File: config.mk
export PLATFORM = sky130hd
export DESIGN_NAME = mac_rx_frame
export DESIGN_NICKNAME = d
export VERILOG_FILES = /design/src/rtl/mac_rx_frame.sv
export SDC_FILE = /design/constraint.sdc
export NUM_CORES = 1
export LEC_CHECK = 0
export BUFFER_PORTS_ARGS = -buffer_cell sky130_fd_sc_hd__buf_2
export CORE_UTILIZATION = 54
export CTS_BUF_LIST = sky130_fd_sc_hd__clkbuf_2 sky130_fd_sc_hd__clkbuf_4 sky130_fd_sc_hd__clkbuf_8
export DETAILED_ROUTE_END_ITERATION = 10
export PLACE_DENSITY = 0.78
export SYNTH_ARGS = -nofsm -noshare
export SYNTH_HDL_FRONTEND = slang
export SYNTH_SLANG_ARGS = --single-unit
File: constraint.sdc
create_clock -name clk -period 2.2 [get_ports clk]
set_clock_uncertainty 0.15 [all_clocks]
set_input_delay 0.22 -clock clk [delete_from_list [all_inputs] [get_ports clk]]
set_output_delay 0.22 -clock clk [all_outputs]
set_load 0.05 [all_outputs]
File: src/rtl/mac_rx_frame.sv
// mac_rx_frame
//   Receive-side MAC framing stage. Strips preamble/SFD from a GMII-style
//   byte stream, accepts only frames addressed to LOCAL_MAC (or broadcast)
//   with EtherType ETH_TYPE, and writes the payload (FCS removed) into the RX
//   byte FIFO. A completed frame is offered to fifo_read through fs/fd.
//
// Ports
//   clk        system clock, everything on posedge
//   rst        synchronous active-low reset
//   rx_dv/rxd  receive data valid / receive byte
//   fifo_full  RX FIFO full
//   fifo_txd   byte written to the FIFO
//   fifo_txen  FIFO write enable, one byte per high cycle
//   fifo_rst   one-cycle FIFO flush when a partially written frame is abandoned
//   fifo_num   payload bytes written for the current frame (stable while fs=1)
//   fs         frame ready request to fifo_read
//   fd         fifo_read done
//   err        one-cycle error pulse
module mac_rx_frame #(
  parameter logic [47:0] LOCAL_MAC = 48'h00_0A_35_01_02_03,
  parameter logic [15:0] ETH_TYPE  = 16'h88B5,
  parameter logic [11:0] MAX_LEN   = 12'd1500
) (
  input  logic        clk,
  input  logic        rst,
  input  logic        rx_dv,
  input  logic [7:0]  rxd,
  input  logic        fifo_full,
  output logic [7:0]  fifo_txd,
  output logic        fifo_txen,
  output logic        fifo_rst,
  output logic [11:0] fifo_num,
  output logic        fs,
  input  logic        fd,
  output logic        err
);

  typedef enum logic [2:0] {
    S_IDLE = 3'd0,
    S_PRE  = 3'd1,
    S_HEAD = 3'd2,
    S_DATA = 3'd3,
    S_DONE = 3'd4,
    S_DROP = 3'd5
  } state_t;

  state_t          state_q, state_d;
  logic [3:0]      hdr_idx_q, hdr_idx_d;
  logic            mac_loc_q, mac_loc_d;   // dest still matches LOCAL_MAC so far
  logic            mac_bc_q, mac_bc_d;     // dest still matches broadcast so far
  logic [3:0][7:0] dly_q, dly_d;           // dly[3] is the oldest byte
  logic [2:0]      dly_cnt_q, dly_cnt_d;
  logic [11:0]     fifo_num_q, fifo_num_d;
  logic [7:0]      fifo_txd_q, fifo_txd_d;
  logic            fifo_txen_q, fifo_txen_d;
  logic            fifo_rst_q, fifo_rst_d;
  logic            fs_q, fs_d;
  logic            err_q, err_d;

  logic            loc_ok_s;
  logic            bc_ok_s;
  logic            write_due_s;

  // Destination MAC byte for header index 0..5, MSB first.
  function automatic logic [7:0] mac_byte(input logic [47:0] mac, input logic [3:0] idx);
    case (idx)
      4'd0:    return mac[47:40];
      4'd1:    return mac[39:32];
      4'd2:    return mac[31:24];
      4'd3:    return mac[23:16];
      4'd4:    return mac[15:8];
      4'd5:    return mac[7:0];
      default: return 8'h00;
    endcase
  endfunction

  assign loc_ok_s    = mac_loc_q && (rxd == mac_byte(LOCAL_MAC, hdr_idx_q));
  assign bc_ok_s     = mac_bc_q && (rxd == 8'hFF);
  // The line already holds 4 bytes, so shifting one in pushes the oldest out.
  assign write_due_s = rx_dv && (dly_cnt_q == 3'd4);

  // Next-state and registered-output computation.
  always_comb begin
    state_d     = state_q;
    hdr_idx_d   = hdr_idx_q;
    mac_loc_d   = mac_loc_q;
    mac_bc_d    = mac_bc_q;
    dly_d       = dly_q;
    dly_cnt_d   = dly_cnt_q;
    fifo_num_d  = fifo_num_q;
    fifo_txd_d  = fifo_txd_q;
    fifo_txen_d = 1'b0;
    fifo_rst_d  = 1'b0;
    fs_d        = fs_q;
    err_d       = 1'b0;

    case (state_q)
      S_IDLE: begin
        if (rx_dv && (rxd == 8'h55)) begin
          state_d = S_PRE;
        end else begin
          state_d = S_IDLE;
        end
      end

      S_PRE: begin
        if (!rx_dv) begin
          state_d = S_IDLE;
        end else if (rxd == 8'h55) begin
          state_d = S_PRE;
        end else if (rxd == 8'hD5) begin
          state_d    = S_HEAD;
          fifo_num_d = 12'd0;
          hdr_idx_d  = 4'd0;
          mac_loc_d  = 1'b1;
          mac_bc_d   = 1'b1;
        end else begin
          state_d = S_DROP;
        end
      end

      S_HEAD: begin
        if (!rx_dv) begin
          state_d = S_IDLE;
          err_d   = 1'b1;
        end else if (hdr_idx_q < 4'd6) begin
          mac_loc_d = loc_ok_s;
          mac_bc_d  = bc_ok_s;
          if (!loc_ok_s && !bc_ok_s) begin
            state_d = S_DROP;
          end else begin
            hdr_idx_d = hdr_idx_q + 4'd1;
          end
        end else if (hdr_idx_q == 4'd12) begin
          if (rxd == ETH_TYPE[15:8]) begin
            hdr_idx_d = hdr_idx_q + 4'd1;
          end else begin
            state_d = S_DROP;
          end
        end else if (hdr_idx_q == 4'd13) begin
          if (rxd == ETH_TYPE[7:0]) begin
            state_d   = S_DATA;
            dly_cnt_d = 3'd0;
          end else begin
            state_d = S_DROP;
          end
        end else begin
          // Source MAC bytes are not filtered.
          hdr_idx_d = hdr_idx_q + 4'd1;
        end
      end

      S_DATA: begin
        if (write_due_s && (fifo_full || (fifo_num_q == MAX_LEN))) begin
          // Abort takes priority over everything else in this state.
          err_d      = 1'b1;
          fifo_rst_d = 1'b1;
          state_d    = S_DROP;
        end else if (rx_dv) begin
          dly_d = {dly_q[2:0], rxd};
          if (dly_cnt_q != 3'd4) begin
            dly_cnt_d = dly_cnt_q + 3'd1;
          end else begin
            dly_cnt_d = dly_cnt_q;
          end
          if (write_due_s) begin
            fifo_txen_d = 1'b1;
            fifo_txd_d  = dly_q[3];
            fifo_num_d  = fifo_num_q + 12'd1;
          end else begin
            fifo_txen_d = 1'b0;
          end
        end else if (fifo_num_q != 12'd0) begin
          // The four bytes still in the line are the FCS and are dropped.
          state_d = S_DONE;
          fs_d    = 1'b1;
        end else begin
          state_d = S_IDLE;
          err_d   = 1'b1;
        end
      end

      S_DONE: begin
        if (fd) begin
          fs_d = 1'b0;
          if (rx_dv) begin
            state_d = S_DROP;
          end else begin
            state_d = S_IDLE;
          end
        end else begin
          fs_d = 1'b1;
        end
      end

      S_DROP: begin
        if (!rx_dv) begin
          state_d = S_IDLE;
        end else begin
          state_d = S_DROP;
        end
      end

      default: begin
        state_d = S_IDLE;
        fs_d    = 1'b0;
      end
    endcase
  end

  // State and output registers with synchronous active-low reset.
  always_ff @(posedge clk) begin
    if (!rst) begin
      state_q     <= S_IDLE;
      hdr_idx_q   <= 4'd0;
      mac_loc_q   <= 1'b0;
      mac_bc_q    <= 1'b0;
      dly_q       <= '0;
      dly_cnt_q   <= 3'd0;
      fifo_num_q  <= 12'd0;
      fifo_txd_q  <= 8'h00;
      fifo_txen_q <= 1'b0;
      fifo_rst_q  <= 1'b0;
      fs_q        <= 1'b0;
      err_q       <= 1'b0;
    end else begin
      state_q     <= state_d;
      hdr_idx_q   <= hdr_idx_d;
      mac_loc_q   <= mac_loc_d;
      mac_bc_q    <= mac_bc_d;
      dly_q       <= dly_d;
      dly_cnt_q   <= dly_cnt_d;
      fifo_num_q  <= fifo_num_d;
      fifo_txd_q  <= fifo_txd_d;
      fifo_txen_q <= fifo_txen_d;
      fifo_rst_q  <= fifo_rst_d;
      fs_q        <= fs_d;
      err_q       <= err_d;
    end
  end

  assign fifo_txd  = fifo_txd_q;
  assign fifo_txen = fifo_txen_q;
  assign fifo_rst  = fifo_rst_q;
  assign fifo_num  = fifo_num_q;
  assign fs        = fs_q;
  assign err       = err_q;

endmodule

==> out/qor.yml, run 1 <==
run_status:
  outcome: "complete, but fails checks"
  violations: "negative setup slack"
yosys:
  synth-async-reset-ratio: 0
  syn_area_sq_mm: 0.00316
  yosysMostFrequentCell: "nand2_1"
  synth_nets: 412
  ys_seq_elements: 68
  ys.flop_type: "dfxtp_1"
  synth_cell_types: 55
  yosysTopAreaCellShare: 0.431
  synthTopCellsByCount: "80 x nand2_1, 68 x dfxtp_1, 46 x a21oi_1"
  ys_warn_count: 0
  synth_edf_count: 0
  synth_seq_area_share: 0.431
  synthCells: 391
  synth_area_leaders: "dfxtp_1 43%, nand2_1 9.5%, a21oi_1 7.3%"
  yosys.area.top_type: "dfxtp_1"
  syn_avg_cell_area_sq_um: 8.07
placement:
  gp_congestion: 0.827
  hpwl_um: 5060
  dpl-instance-area_sq_mm: 0.00361
  port_buffers: 36
route:
  dr_total_vias: 3039
  wl_met2_um: 3740
  route.met3.wl_um: 376
  wire_per_inst_um: 14.4
  viasPerCell: 5.82
  drtAntennaViolNets: 0
  drt_first_iter_violations: 213
  wirelength_um: 7530
  drtPass1Iterations: 6
  wl_met1_um: 3290
  highest_layer: "met4"
  drc: 0
timing:
  fin_ws_ns: -0.0730
  slew_violations: 0
  rsz0062_at_grt: "true"
  timing.fmax_mhz: 440
  timing.final.crit_share: 1.03
  final_hold_viol_count: 0
  max-slew-margin-rel: 0.599
  hold_ws_ns: 0.0265
  finalSetupViolations: 4
  worst_slew_pin_slew_ns: 0.601
  tns_ns: -0.121
  fin_crit_ns: 2.27
critical_path:
  cp_top_family: "simple AND/OR/NAND/NOR gates"
  r2r_setup_slack_ns: -0.07
  crit_fanout: 5
  worst_ep_arrival_time_ns: 2.40
  cp-end-kind: "register"
  crit_start: "hdr_idx_q[1]"
  rr_worst_depth: 8
  worst_setup_path_start_kind: "register"
  crit_type: "register to register"
  crit_buf_inv: 1
  worstPathRequired_ns: 2.33
  critical-path-max-stage-delay_ns: 0.40
  crit_top_cell: "nor3_1"
  r2r_end: "hdr_idx_q[2]"
  worstPathCellList: "buf_4 -> ha_1 -> nor3_1 -> nor3_1 -> xor2_1 -> o31a_2 -> or4_1 -> a21oi_1"
  critPathSlowestCell: "or4_1"
  timing.rr.start: "hdr_idx_q[1]"
power:
  leakage_nw: 1.55
  p_seq_frac: 0.517
  powerDensity_mw_per_mm2: 603
  power_frac_comb: 0.033
  switching_share: 0.243
  p_int_mw: 1.80
  power.net_switching_mw: 0.576
  p_clk_frac: 0.450
  peakVddDrop_mv: 0.425
min_path:
  min_from: "rxd[0]"
  hold_path_depth: 3
  min_to: "dly_q[0]"
  hold_path_class: "input pin to register"
floorplanning:
  die-area_sq_mm: 0.00616
  die_h_um: 78.5
  die_w_um: 78.5
  rows: 27
  num_io_pins: 37
  floorplan.initialDensity: 0.566
  core_area_sq_mm: 0.00557
finish:
  final_nets: 466
  register_area_sq_mm: 0.00138
  finish.instance_area_sq_mm: 0.00393
  fillers: 450
  syn2layout_area_growth_pct: 24.6
  antenna_cells: 0
  multi_input_area_sq_mm: 0.00179
  drive_above_1_share: 0.269
clock_tree:
  path_clk_slew_ns: 0.08
  cts_buffer_depth: 2
  cts_hold_buf: 0
  cts_tree: "done"
  cts_buffers: 9
  cts.sinks: 68
  cts_root_buf: "clkbuf_8"
  insertion_delay_ns: 0.35
  cts.htree.levels: 3
run:
  cap_violations: 0
global_routing:
  overflow: 0
  grt_usage: 0.262
  grt_pass1_vias: 2839
  grt_max_degree: 45
  grt_first_pass_wirelength_um: 12600
  grt_antenna_before_repair: 0
-- how the worst max path moves through the flow --
stage	endpoint	slack (ns)	cells past startpoint
after floorplan	state_q[1]	0.005	8
after global placement	hdr_idx_q[2]	-0.06	7
after detailed placement	hdr_idx_q[2]	-0.09	7
after CTS	hdr_idx_q[2]	-0.04	9
after global routing	hdr_idx_q[2]	-0.15	8
final	hdr_idx_q[2]	-0.07	8
-- per-layer routing --
metal  track usage  vias to the layer above
li1              -                     1466
met4         0.111                        0
met2         0.432                      105
met1         0.331                     1456
met5             0                        -
met3        0.0547                       12
-- registers in the layout, summed over array words and instances (netlist names) --
signal	flops
mac_loc_q	1
state_q	3
fs	1
fifo_num	12
hdr_idx_q	4
mac_bc_q	1
fifo_txd	8
fifo_txen	1
dly_cnt_q	3
fifo_rst	1
dly_q	32
err	1
-- repair_timing --
action                     CTS  global route
setup endpoints to repair    4            28
buffers inserted             2             0
gates resized for setup      3            15
hold endpoints to repair     0             0
pin swaps                    4             7
-- cell families (layout without fill, tap and decap cells) --
logic type | Yosys count | count (layout) | share of synthesized area
buf+inv | 33 | 92 | 0.0464
compound gates | 75 | 75 | 0.140
flops | 68 | 68 | 0.431
xor+xnor | 14 | 14 | 0.0388
mux | 8 | 8 | 0.0254
simple gates | 185 | 185 | 0.287
fa+ha+maj | 8 | 8 | 0.0317
-- worst min-delay path: cells and delay by family --
family / cells / cell delay, ns
and+or+nand+nor: 1 / 0.07
AOI/OAI and AO/OA: 1 / 0.05
buffers and inverters: 1 / 0.14
-- area by class of cell --
class,instances,share of cell area
well taps,72,0.0229
clock buffers,9,0.0315
flip-flops and latches,68,0.352
inverters,12,0.0115
multi-input cells,290,0.455
repair buffers,64,0.106
clock inverters,7,0.0213
-- power groups by stage --
| stage | sequential, mW | combinational [mW] | clock, mW |
|---|---|---|---|
| 6_report | 1.23 | 0.0787 | 1.07 |
| 5_1_grt | 1.23 | 0.0851 | 1.15 |
| 4_1_cts | 1.23 | 0.0740 | 1.09 |
| 3_5_place_dp | 1.26 | 0.0738 | 0 |
| 3_3_place_gp | 1.26 | 0.0733 | 0 |
| 2_1_floorplan | 1.26 | 0.0298 | 0 |
-- metrics by stage --
stage | utilization | setup WS (ns) | total power, mW | std cells
floorplan | - | 0.00539 | 1.29 | 391
global placement | 0.647 | -0.0575 | 1.33 | 504
detailed placement | 0.647 | -0.0878 | 1.33 | 504
CTS | 0.689 | -0.0424 | 2.39 | 522
global route | 0.706 | -0.152 | 2.46 | 522
finish | 0.706 | -0.0730 | 2.37 | 522
-- cells in the final DEF (no fill, tap or decap), drive strengths merged, types with 9 or more instances in the layout --
cell type / synthesis / routed
a21oi: 46 / 46
nor4: 9 / 9
nand2: 80 / 80
inv: 12 / 15
dfxtp: 68 / 68
buf: 2 / 64
nor2: 32 / 32
nand3: 11 / 11
o21ai: 9 / 9
nor3: 14 / 14
xnor2: 12 / 12
clkbuf: 19 / 9
No activity file was read; power rests on OpenSTA's default activity.
==> inputs of run 2 (changes only) <==
REMOVE_ABC_BUFFERS = 1   (was unset)
==> run 2 against run 1 <==
Effect of this change:
- the flow still finishes with violations (negative setup slack)
- setup slack worse by 0.0089 ns
- via count is 0.36% lower
- first-iteration DRC count is 16% higher
- sequential cell count stayed put
- register-to-register slack hardly changed
==> out/qor.yml, run 2 (synthesis gave the netlist of run 1 again) <==
run_status:
  outcome: "complete, but fails checks"
  violations: "negative setup slack"
finish:
  syn2layout_area_growth_pct: 25.8
  drive_above_1_share: 0.269
  largest_reg_flops: 32
  fin_cells: 536
  fillers: 437
  finish.instance_area_sq_mm: 0.00397
  antenna_cells: 0
  final_nets: 480
  final_common_cell: "nand2_1"
  final_util: 0.713
  layout_common_cells: "80 x nand2_1, 66 x dfxtp_1, 44 x a21oi_1"
  max_flop_register: "dly_q"
placement:
  dp.cells: 519
  pre_cts_ws_ns: -0.156
  dpl-instance-area_sq_mm: 0.00365
  hpwl_um: 5080
  gp_congestion: 0.916
  port_buffers: 36
route:
  wire_per_inst_um: 14.3
  drc: 0
  drtPass1Iterations: 5
  viasPerCell: 5.65
  dr_total_vias: 3028
  wirelength_um: 7670
  drt_first_iter_violations: 247
  drtAntennaViolNets: 0
critical_path:
  r2r_setup_slack_ns: -0.08
  worstPathRequired_ns: 2.34
  cp-end-kind: "register"
  rr_worst_depth: 8
  worst_setup_path_start_kind: "register"
  worst_ep_arrival_time_ns: 2.42
  crit_start: "hdr_idx_q[1]"
  worstSetupEndpoint: "hdr_idx_q[2]"
  timing.rr.start: "hdr_idx_q[1]"
  crit_type: "register to register"
  r2r_end: "hdr_idx_q[2]"
  crit_fanout: 5
timing:
  fin_ws_ns: -0.0818
  finalSetupViolations: 4
  timing.fmax_mhz: 438
  slew_violations: 0
  tns_ns: -0.108
  max-slew-margin-rel: 0.654
  fin_crit_ns: 2.28
  final_hold_viol_count: 0
  worst_slew_pin_slew_ns: 0.519
  timing.final.crit_share: 1.04
  rsz0062_at_grt: "true"
  hold_ws_ns: 0.0336
global_routing:
  grt_antenna_before_repair: 0
  grt_usage: 0.263
  overflow: 0
  grt_first_pass_wirelength_um: 12600
  grt_pass1_vias: 2840
  grt_max_degree: 34
power:
  finalPower_mw: 2.34
  peakVddDrop_mv: 0.409
  leakage_nw: 1.57
  powerDensity_mw_per_mm2: 590
floorplanning:
  rows: 27
  floorplan.initialDensity: 0.566
  die-area_sq_mm: 0.00616
  core_area_sq_mm: 0.00557
  die_h_um: 78.5
  num_io_pins: 37
  die_w_um: 78.5
clock_tree:
  cts.htree.levels: 3
  cts_tree: "done"
  cts_root_buf: "clkbuf_8"
  cts_buffers: 9
  insertion_delay_ns: 0.35
  cts_buffer_depth: 2
  path_clk_slew_ns: 0.08
  cts.sinks: 68
min_path:
  hold_path_class: "input pin to register"
  hold_path_depth: 2
run:
  cap_violations: 0
[run 2: cell count changes in the layout (fill, tap and decap cells not counted), moves of 2 or more]
cell,before,now
dfxtp_1,54,66
dfxtp_2,12,1
buf_4,26,41
clkinv_2,0,2
[run 2: routing by layer]
layer	part of all wire	routed length (um)	GRT usage
met5	0	0	0
met2	0.49	3730	0.441
met3	0.071	546	0.0779
met4	0.014	110	0.0981
met1	0.43	3280	0.315
[run 2: worst min-delay path by stage]
stage / start / end
finish: rst / err
detailed placement: dly_q[8] / dly_q[16]
global route: rst / state_q[2]
floorplan: rxd[0] / dly_q[0]
global placement: dly_q[2] / dly_q[10]
CTS: rst / state_q[2]
[run 2: power by group]
group	internal, mW	switching, mW
clock network	0.528	0.506
registers	1.23	0.000149
logic	0.0297	0.0513
total	1.79	0.557
[run 2: cell type report]
class | instances | area, sq um | area share
multi-input combinational | 290 | 1760 | 0.444
tap | 72 | 90.1 | 0.0227
clock inverter | 7 | 75.1 | 0.0189
inverter | 12 | 45.0 | 0.0113
clock buffer | 9 | 124 | 0.0312
timing repair buffer | 78 | 508 | 0.128
sequential | 68 | 1370 | 0.344
[run 2: worst max-delay path: stages, from the launching register on]
cell	delay [ns]
dfxtp_4	0.36
inv_1	0.07
ha_1	0.17
nor3b_4	0.21
xnor2_1	0.16
o2111ai_2	0.16
o31a_2	0.39
or4_4	0.43
a21oi_2	0.12
[run 2: timing repair]
| item | 4_1_cts | 5_1_grt |
|---|---|---|
| pin swaps | 4 | 5 |
| resized for setup | 9 | 16 |
| hold buffers | 0 | 0 |
| setup buffers | 1 | 0 |
| setup endpoints to repair | 8 | 12 |
| gates cloned | 0 | 0 |
==> inputs of run 3 (changes only) <==
SKIP_CTS_REPAIR_TIMING = 1   (was unset)
==> run 3 against run 2 <==
Effect of this change:
- the flow still finishes with violations (negative setup slack)
- setup slack worse by 0.043 ns
- worst hold slack worse by 0.00076 ns
- global-route usage down 0.35 points
- first-iteration DRC count up 4.5%
- total power down 0.12%
- fmax down 1.8%
- final cell count down 0.19%
- non-clock buffer count down 1
- critical endpoint unchanged
- largest cell class unchanged
- highest routed layer unchanged
==> out/qor.yml, run 3 (synthesis gave the netlist of run 1 again) <==
finish:
  drive_above_1_share: 0.279
  fillers: 427
  final_common_cell: "nand2_1"
  layout_common_cells: "80 x nand2_1, 66 x dfxtp_1, 42 x a21oi_1"
  largest_reg_flops: 32
  syn2layout_area_growth_pct: 26.8
  final_util: 0.718
  max_flop_register: "dly_q"
  final_nets: 479
  antenna_cells: 0
timing:
  slew_violations: 0
  finalSetupViolations: 6
  fin_crit_ns: 2.32
  fin_ws_ns: -0.125
  worst_slew_pin_slew_ns: 0.567
  max-slew-margin-rel: 0.619
  rsz0062_at_grt: "true"
  timing.final.crit_share: 1.06
  timing.fmax_mhz: 430
  final_hold_viol_count: 0
floorplanning:
  core_area_sq_mm: 0.00557
  die_w_um: 78.5
  die-area_sq_mm: 0.00616
  floorplan.initialDensity: 0.566
  die_h_um: 78.5
  num_io_pins: 37
  rows: 27
route:
  drtPass1Iterations: 5
  wirelength_um: 8010
  drc: 0
  wire_per_inst_um: 15.0
  viasPerCell: 5.73
  drt_first_iter_violations: 258
  dr_total_vias: 3065
  drtAntennaViolNets: 0
critical_path:
  r2r_end: "hdr_idx_q[2]"
  worstPathCellList: "inv_1 -> buf_4 -> ha_2 -> a21oi_2 -> nor2_1 -> xor2_1 -> o31a_2 -> or4_4 -> a21oi_2"
  crit_top_cell: "a21oi_2"
  worst_ep_arrival_time_ns: 2.45
  critPathSlowestCell: "or4_4"
  crit_buf_inv: 2
  cp-end-kind: "register"
  rr_worst_depth: 9
  cp_top_family: "compound AO/OA/AOI/OAI gates"
  worstPathRequired_ns: 2.33
  r2r_setup_slack_ns: -0.12
  worst_setup_path_start_kind: "register"
  timing.rr.start: "hdr_idx_q[1]"
  crit_type: "register to register"
  crit_fanout: 6
  critical-path-max-stage-delay_ns: 0.42
clock_tree:
  cts.sinks: 68
  cts.htree.levels: 3
  insertion_delay_ns: 0.35
  cts_tree: "done"
  path_clk_slew_ns: 0.08
  cts_buffer_depth: 2
  cts_buffers: 9
  cts_root_buf: "clkbuf_8"
global_routing:
  grt_max_degree: 34
  overflow: 0
  grt_usage: 0.259
  grt_antenna_before_repair: 0
  grt_first_pass_wirelength_um: 12500
  grt_pass1_vias: 2805
placement:
  hpwl_um: 5080
  pre_cts_ws_ns: -0.156
  gp_congestion: 0.916
  port_buffers: 36
run_status:
  violations: "negative setup slack"
  outcome: "complete, but fails checks"
power:
  leakage_nw: 1.60
  peakVddDrop_mv: 0.409
  powerDensity_mw_per_mm2: 585
min_path:
  hold_path_depth: 3
  min_to: "state_q[2]"
  min_from: "rst"
  hold_path_class: "input pin to register"
run:
  cap_violations: 0
run 3: cell types whose count changed in the layout (fill, tap and decap cells not counted), sizes merged:
cell and delta:
buf -1
run 3: area by class of cell:
class                           instances  area (sq um)  share of cell area
Clock buffer                            9           124              0.0310
Clock inverter                          7          75.1              0.0188
Inverter                               12          45.0              0.0113
Multi-Input combinational cell        290          1800               0.450
Sequential cell                        68          1370               0.341
Tap cell                               72          90.1              0.0225
Timing Repair Buffer                   77           500               0.125
run 3: per-stage QoR:
stage | hold WS, ns | setup TNS [ns] | std cells | area [sq um] | total power [mW]
floorplan | 0.206 | -34.58 | 370 | 3060 | 1.29
global placement | 0.286 | -0.123 | 519 | 3650 | 1.33
detailed placement | 0.294 | -0.853 | 519 | 3650 | 1.33
CTS | 0.0249 | -0.478 | 535 | 3850 | 2.35
global route | 0.0311 | -0.728 | 535 | 4000 | 2.42
finish | 0.0328 | -0.192 | 535 | 4000 | 2.34
run 3: worst register-to-register path: stages, from the launching register on:
cell	delay, ns
dfxtp_4	0.37
inv_1	0.06
buf_4	0.13
ha_2	0.18
a21oi_2	0.16
nor2_1	0.08
xor2_1	0.16
o31a_2	0.38
or4_4	0.42
a21oi_2	0.15
run 3: worst max-delay path by stage:
| stage | startpoint | to | slack [ns] | cells past startpoint |
|---|---|---|---|---|
| final | hdr_idx_q[1] | hdr_idx_q[2] | -0.12 | 9 |
| after global routing | hdr_idx_q[1] | hdr_idx_q[2] | -0.21 | 9 |
| after CTS | hdr_idx_q[0] | hdr_idx_q[2] | -0.18 | 8 |
| after detailed placement | rxd[1] | hdr_idx_q[2] | -0.16 | 7 |
| after global placement | rxd[1] | hdr_idx_q[2] | -0.08 | 7 |
| after floorplan | fifo_num[0] | state_q[1] | -1.31 | 8 |
run 3: layer usage:
metal	global-route usage	wire, um	share of wire	up-vias
met3	0.0779	521	0.065	25
met1	0.315	3370	0.42	1425
li1	-	-	-	1492
met2	0.430	3930	0.49	123
met5	0	0	0	-
met4	0.0981	189	0.024	0
run 3: power breakdown:
part / total, mW / leakage [nW] / internal [mW] / switching, mW
clock: 1.03 / 0.104 / 0.528 / 0.501
sequential: 1.23 / 0.549 / 1.23 / 0.000149
combinational: 0.0824 / 0.950 / 0.0296 / 0.0528
